<file path="config.mk">
export PLATFORM = sky130hd
export DESIGN_NAME = addsub_serial_pipe_flat
export DESIGN_NICKNAME = d
export VERILOG_FILES = /design/src/rtl/addsub_serial_pipe_if.sv /design/src/rtl/addsub_serial_pipe.sv /design/src/flat_wrapper.sv
export SDC_FILE = /design/constraint.sdc
export NUM_CORES = 1
export LEC_CHECK = 0
export ABC_AREA = 1
export BUFFER_PORTS_ARGS = -buffer_cell sky130_fd_sc_hd__buf_2
export CORE_UTILIZATION = 59
export CTS_CLUSTER_SIZE = 14
export DETAILED_ROUTE_END_ITERATION = 8
export PLACE_DENSITY = 0.84
export SYNTH_ARGS = -nofsm -noshare
export SYNTH_HDL_FRONTEND = slang
export SYNTH_SLANG_ARGS = --single-unit
</file>
<file path="constraint.sdc">
create_clock -name clk -period 4.11 [get_ports clk]
set_clock_uncertainty 0.15 [all_clocks]
set_input_delay 0.2055 -clock clk [delete_from_list [all_inputs] [get_ports clk]]
set_output_delay 0.2055 -clock clk [all_outputs]
set_load 0.05 [all_outputs]
</file>
<file path="src/rtl/addsub_serial_pipe_if.sv">
`default_nettype none
// ============================================================================
//  Module   : addsub_serial_pipe_if
//  Brief    : Operand/result handshake bundle for the serial add/sub unit.
//             The master side issues operands and consumes results.
//  Revision : 1.0  initial release
// ============================================================================
interface addsub_serial_pipe_if #(
    parameter int WIDTH = 8
);
    logic             in_valid;
    logic             in_ready;
    logic [WIDTH-1:0] a;
    logic [WIDTH-1:0] b;
    logic [1:0]       mode;
    logic             out_valid;
    logic             out_ready;
    logic [WIDTH-1:0] result;
    logic             ovfl;
    logic             cout;
    logic             zero;

    modport master (
        output in_valid, a, b, mode, out_ready,
        input  in_ready, out_valid, result, ovfl, cout, zero
    );

    modport slave (
        input  in_valid, a, b, mode, out_ready,
        output in_ready, out_valid, result, ovfl, cout, zero
    );
endinterface
`default_nettype wire

</file>
<file path="src/rtl/addsub_serial_pipe.sv">
`default_nettype none
// ============================================================================
//  Module   : addsub_serial_pipe
//  Brief    : Signed add/subtract processing CHUNK bits per clock through a
//             registered carry chain, with wrap/saturate modes, overflow,
//             carry and zero flags, and valid/ready on both sides.
//             CHUNK must divide WIDTH exactly.
//  Revision : 1.0  initial release
// ============================================================================
module addsub_serial_pipe #(
    parameter int WIDTH = 8,
    parameter int CHUNK = 4
) (
    input  wire logic          clk,
    input  wire logic          rst,
    addsub_serial_pipe_if.slave bus
);

    localparam int c_NCHUNK = WIDTH / CHUNK;
    localparam int c_IDX_W  = (c_NCHUNK > 1) ? $clog2(c_NCHUNK) : 1;
    localparam logic [c_IDX_W-1:0] c_LAST_IDX = c_IDX_W'(c_NCHUNK - 1);
    localparam logic [c_IDX_W-1:0] c_IDX_ONE  = c_IDX_W'(1);
    localparam logic [WIDTH-1:0]   c_MAX      = {1'b0, {(WIDTH-1){1'b1}}};
    localparam logic [WIDTH-1:0]   c_MIN      = {1'b1, {(WIDTH-1){1'b0}}};

    typedef enum logic [1:0] {
        S_IDLE = 2'd0,
        S_BUSY = 2'd1,
        S_DONE = 2'd2
    } state_t;

    state_t               r_state;
    logic [WIDTH-1:0]     r_a;
    logic [WIDTH-1:0]     r_b;        // b already inverted for subtract
    logic                 r_carry;
    logic                 r_sat;
    logic [c_IDX_W-1:0]   r_idx;
    logic                 r_in_ready;
    logic                 r_out_valid;
    logic [WIDTH-1:0]     r_result;
    logic                 r_ovfl;
    logic                 r_cout;
    logic                 r_zero;

    logic [CHUNK-1:0]     w_a_chunk;
    logic [CHUNK-1:0]     w_b_chunk;
    logic [CHUNK:0]       w_chunk_sum;
    logic [WIDTH-1:0]     w_sum;
    logic                 w_ovfl;
    logic [WIDTH-1:0]     w_final;

    // Current chunk addition, full sum with this chunk merged in, and the
    // overflow/saturation outcome used on the last chunk's edge.
    always_comb begin
        w_a_chunk   = r_a[r_idx*CHUNK +: CHUNK];
        w_b_chunk   = r_b[r_idx*CHUNK +: CHUNK];
        w_chunk_sum = {1'b0, w_a_chunk} + {1'b0, w_b_chunk} + {{CHUNK{1'b0}}, r_carry};
        w_sum       = r_result;
        w_sum[r_idx*CHUNK +: CHUNK] = w_chunk_sum[CHUNK-1:0];
        // Comparing against the inverted b (not a negated b) keeps A-MIN correct.
        w_ovfl      = (r_a[WIDTH-1] == r_b[WIDTH-1]) && (w_sum[WIDTH-1] != r_a[WIDTH-1]);
        w_final     = (r_sat && w_ovfl) ? (r_a[WIDTH-1] ? c_MIN : c_MAX) : w_sum;
    end

    // Control FSM with operand capture, chunk sequencing and registered outputs.
    always_ff @(posedge clk or posedge rst) begin
        if (rst) begin
            r_state     <= S_IDLE;
            r_a         <= '0;
            r_b         <= '0;
            r_carry     <= 1'b0;
            r_sat       <= 1'b0;
            r_idx       <= '0;
            r_in_ready  <= 1'b1;
            r_out_valid <= 1'b0;
            r_result    <= '0;
            r_ovfl      <= 1'b0;
            r_cout      <= 1'b0;
            r_zero      <= 1'b0;
        end else begin
            case (r_state)
                S_IDLE: begin
                    if (bus.in_valid && r_in_ready) begin
                        r_a        <= bus.a;
                        r_b        <= bus.mode[0] ? ~bus.b : bus.b;
                        r_carry    <= bus.mode[0];
                        r_sat      <= bus.mode[1];
                        r_idx      <= '0;
                        r_in_ready <= 1'b0;
                        r_state    <= S_BUSY;
                    end
                end
                S_BUSY: begin
                    r_result <= w_sum;
                    r_carry  <= w_chunk_sum[CHUNK];
                    if (r_idx == c_LAST_IDX) begin
                        r_result    <= w_final;
                        r_ovfl      <= w_ovfl;
                        r_cout      <= w_chunk_sum[CHUNK];
                        r_zero      <= (w_final == '0);
                        r_out_valid <= 1'b1;
                        r_state     <= S_DONE;
                    end else begin
                        r_idx <= r_idx + c_IDX_ONE;
                    end
                end
                S_DONE: begin
                    // No new accept on the output handshake edge.
                    if (bus.out_ready) begin
                        r_out_valid <= 1'b0;
                        r_in_ready  <= 1'b1;
                        r_state     <= S_IDLE;
                    end
                end
                default: begin
                    r_state     <= S_IDLE;
                    r_in_ready  <= 1'b1;
                    r_out_valid <= 1'b0;
                end
            endcase
        end
    end

    assign bus.in_ready  = r_in_ready;
    assign bus.out_valid = r_out_valid;
    assign bus.result    = r_result;
    assign bus.ovfl      = r_ovfl;
    assign bus.cout      = r_cout;
    assign bus.zero      = r_zero;

endmodule
`default_nettype wire

</file>
<file path="src/flat_wrapper.sv">
// flat-port wrapper written by rule: the top's interface ports become plain ports
module addsub_serial_pipe_flat 
#(
    parameter int WIDTH = 8,
    parameter int CHUNK = 4
)
  (clk, rst, bus_in_valid, bus_a, bus_b, bus_mode, bus_out_ready, bus_in_ready, bus_out_valid, bus_result, bus_ovfl, bus_cout, bus_zero);
  addsub_serial_pipe_if #(.WIDTH(WIDTH)) bus_i ();
  input  wire logic clk;
  input  wire logic rst;
  input wire logic [$bits(bus_i.in_valid)-1:0] bus_in_valid;
  input wire logic [$bits(bus_i.a)-1:0] bus_a;
  input wire logic [$bits(bus_i.b)-1:0] bus_b;
  input wire logic [$bits(bus_i.mode)-1:0] bus_mode;
  input wire logic [$bits(bus_i.out_ready)-1:0] bus_out_ready;
  output wire logic [$bits(bus_i.in_ready)-1:0] bus_in_ready;
  output wire logic [$bits(bus_i.out_valid)-1:0] bus_out_valid;
  output wire logic [$bits(bus_i.result)-1:0] bus_result;
  output wire logic [$bits(bus_i.ovfl)-1:0] bus_ovfl;
  output wire logic [$bits(bus_i.cout)-1:0] bus_cout;
  output wire logic [$bits(bus_i.zero)-1:0] bus_zero;
  assign bus_i.in_valid = bus_in_valid;
  assign bus_i.a = bus_a;
  assign bus_i.b = bus_b;
  assign bus_i.mode = bus_mode;
  assign bus_i.out_ready = bus_out_ready;
  assign bus_in_ready = bus_i.in_ready;
  assign bus_out_valid = bus_i.out_valid;
  assign bus_result = bus_i.result;
  assign bus_ovfl = bus_i.ovfl;
  assign bus_cout = bus_i.cout;
  assign bus_zero = bus_i.zero;
  addsub_serial_pipe #(.WIDTH(WIDTH), .CHUNK(CHUNK)) u_core (.clk(clk), .rst(rst), .bus(bus_i));
endmodule
</file>
==> results.md <==
- Final setup viols: 0
- Max-cap violation count: 0
- Post-route ant nets: 0
- Final Wtd Congestion: 0.856
- Global route overflow: 0
- Pin count of the biggest net entering global routing: 35
- Slew @ Worst Pin: 0.619 ns
- Main synth FF type: dfrtp_1
- Initial antenna violation count: 0
- Worst Path Required: 4.20 ns
- Post-route setup TNS: 0 ns
- Tot GR Track Use: 24.9%
- DR pass1 iterations: 4
- Worst slack, placed: 1.23 ns
- Initial Util: 61.7%
- Die area: 3420 um^2
- Clk root buf: clkbuf_4
- Crit path cell chain: o21ai_0, fa_1, fa_1, xnor2_1, nand2_1, o21ai_0, inv_1, nand4_1, inv_1, nand3_1, nand2_1
- Area share of the largest cell type after synthesis: 43.8%
- CTS Buffer Depth: 2
- Die span in x: 58.5 um
- Post-synth ARST share: 100%
- Clock Pin Slew Worst Setup and Hold Paths: 0.10 ns
- Fin Hold WS: 0.0127 ns
- Hold Crit Depth: 3
- Setup bufs post-CTS: 0
- Slew HR: 58.8%
- Cell variety after synth: 33
- HP Class: in2reg
- Clk_lat worst skew: 0.33 ns
- Chip height: 58.5 um
- Top area cells in the synthesized netlist: dfrtp_1 (44%), nand2_1 (15%), o21ai_0 (8.0%)
- Setup ws final: 1.20 ns
- Clock period minus final worst setup slack: 2.91 ns
- Rows: 20
- Global-route wire length before repair: 6.40 mm
- RSZ-0062 raised after global routing: no
- Cts repair resizes: 0
- Synth warn: 0
- CP endpoint kind: flop
- Final hold vios: 0
- Fmax: 344 MHz
- Post-Syn Area: 1880 um^2
- Setup CP Type: reg2reg
- Wire length per cell: 11.6 um
- CTS HTree Levels: 2
- Crit-path max cell delay: 0.75 ns
- Status: completed
- Max FO, Critical Path: 24
- Commonest non-fill, non-tap cell in the layout: nand2_1
- Synthesized Nets: 264
- Vias per Instance: 5.15
- FF-to-FF setup slack: 1.20 ns
- Final WL: 3.82 mm
- Mapped Avg Cell Area: 7.95 um^2
- CTS tree: done
- TritonCTS Buffers: 5
- Startpoint of the worst register-to-register path: u_core.r_idx
- Post-layout util: 74.2%
- Yosys top cell by area: dfrtp_1
- Sequential share of the synthesized area: 45.2%
- Critical path startpoint: u_core.r_idx
- Synth Instances: 237
- Vias: 1,694
- Top Ports: 35
- Area Overhead vs Synth: 20.2%
- Number of global-route vias before repair: 1,551
- Number of port buffers: 34
- Ant diodes: 0
- Starting DRT DRC Count: 70
- Final Cycle Share: 70.8%
- R2R depth: 11
- Post-synth EDFFs: 0
- Startpoint Class: flop
- Share of layout cells above drive strength 1: 19.6%
- Most frequent cells in the layout: nand2_1 (75), buf_2 (34), dfrtp_1 (33)
- Nets@finish: 311
- Crit path max-delay cell type: dfrtp_1
- Register bit total from synthesis: 34
- Max-slew violations: 0
- DP Wirelength: 2.66 mm
- Clock Sinks: 34
- Worst hold start: bus_b[7]
- WP data arrival: 3.00 ns
- Core area: 3050 um^2
- Drt drc: 0
==> worst max-delay path, delay by kind of cell (launching register included) <==
family,cells,cell delay [ns]
XOR/XNOR,1,0.26
buffers and inverters,2,0.10
adder cells (fa/ha/maj),2,0.91
AO/OA/AOI/OAI,2,0.36
flip-flops,1,0.75
AND/OR/NAND/NOR,4,0.29
==> synth_stat cells, types with 3 or more instances <==
master and count:
nand3_1 7, dfrtp_1 33, a21oi_1 6, clkbuf_1 5, nand3_2 4, nor2_1 5
inv_1 30, o21ai_0 30, xor2_1 4, ha_1 3, nand2_1 75, xnor2_1 5
==> cells by family (layout without fill, tap and decap cells) <==
family          after synthesis  in the layout  synth area share [%]
flops                        34             34                  45.2
buf+inv                      39             87                  7.90
compound gates               48             48                  14.3
xor+xnor                      9              9                  4.18
fa+ha+maj                     5              5                  4.12
simple gates                102            102                  24.2
==> registers in the layout, indices dropped and copies added, names as in the netlist, 2 cells and up <==
register / cells
u_core.bus.result: 8
u_core.r_state: 2
u_core.r_a: 8
u_core.r_b: 8
==> metal layers <==
layer | vias to the layer above | global-route usage, % | wire length, um
li1 | 852 | - | -
met1 | 781 | 29.8 | 1670
met2 | 53 | 43.7 | 1890
met3 | 8 | 5.71 | 179
met4 | 0 | 9.86 | 74
met5 | - | 0 | 0
==> what timing repair did <==
| item | in CTS | in global routing |
|---|---|---|
| endpoints found under the hold margin | 43 | 0 |
| hold buffers | 11 | 0 |
| endpoints found under the setup margin | 0 | 0 |
==> final cells by class <==
cell class                 count  area (um^2)
multi-input combinational    164          883
sequential                    34          852
fill                         247          788
timing repair buffer          47          295
inverter                      32          120
clock buffer                   8         58.8
tap                           44         55.1
==> stage by stage <==
step                      instances  cell area, um^2
after floorplan                 237             1880
after global placement          310             2100
after detailed placement        310             2100
after CTS                       329             2260
after global routing            329             2260
final                           329             2260
==> path summary, 6_finish.rpt <==
kind                                             to
max in group asynchronous       u_core.bus.in_ready
worst min register to register  u_core.bus.in_ready
min in group asynchronous             u_core.r_a[3]
worst max-delay path                u_core.bus.zero
worst min-delay path                  u_core.r_b[7]
worst max register to register      u_core.bus.zero
Power is not shown: default switching activity piles up to over one toggle a cycle in this logic, so the estimate is an artifact.
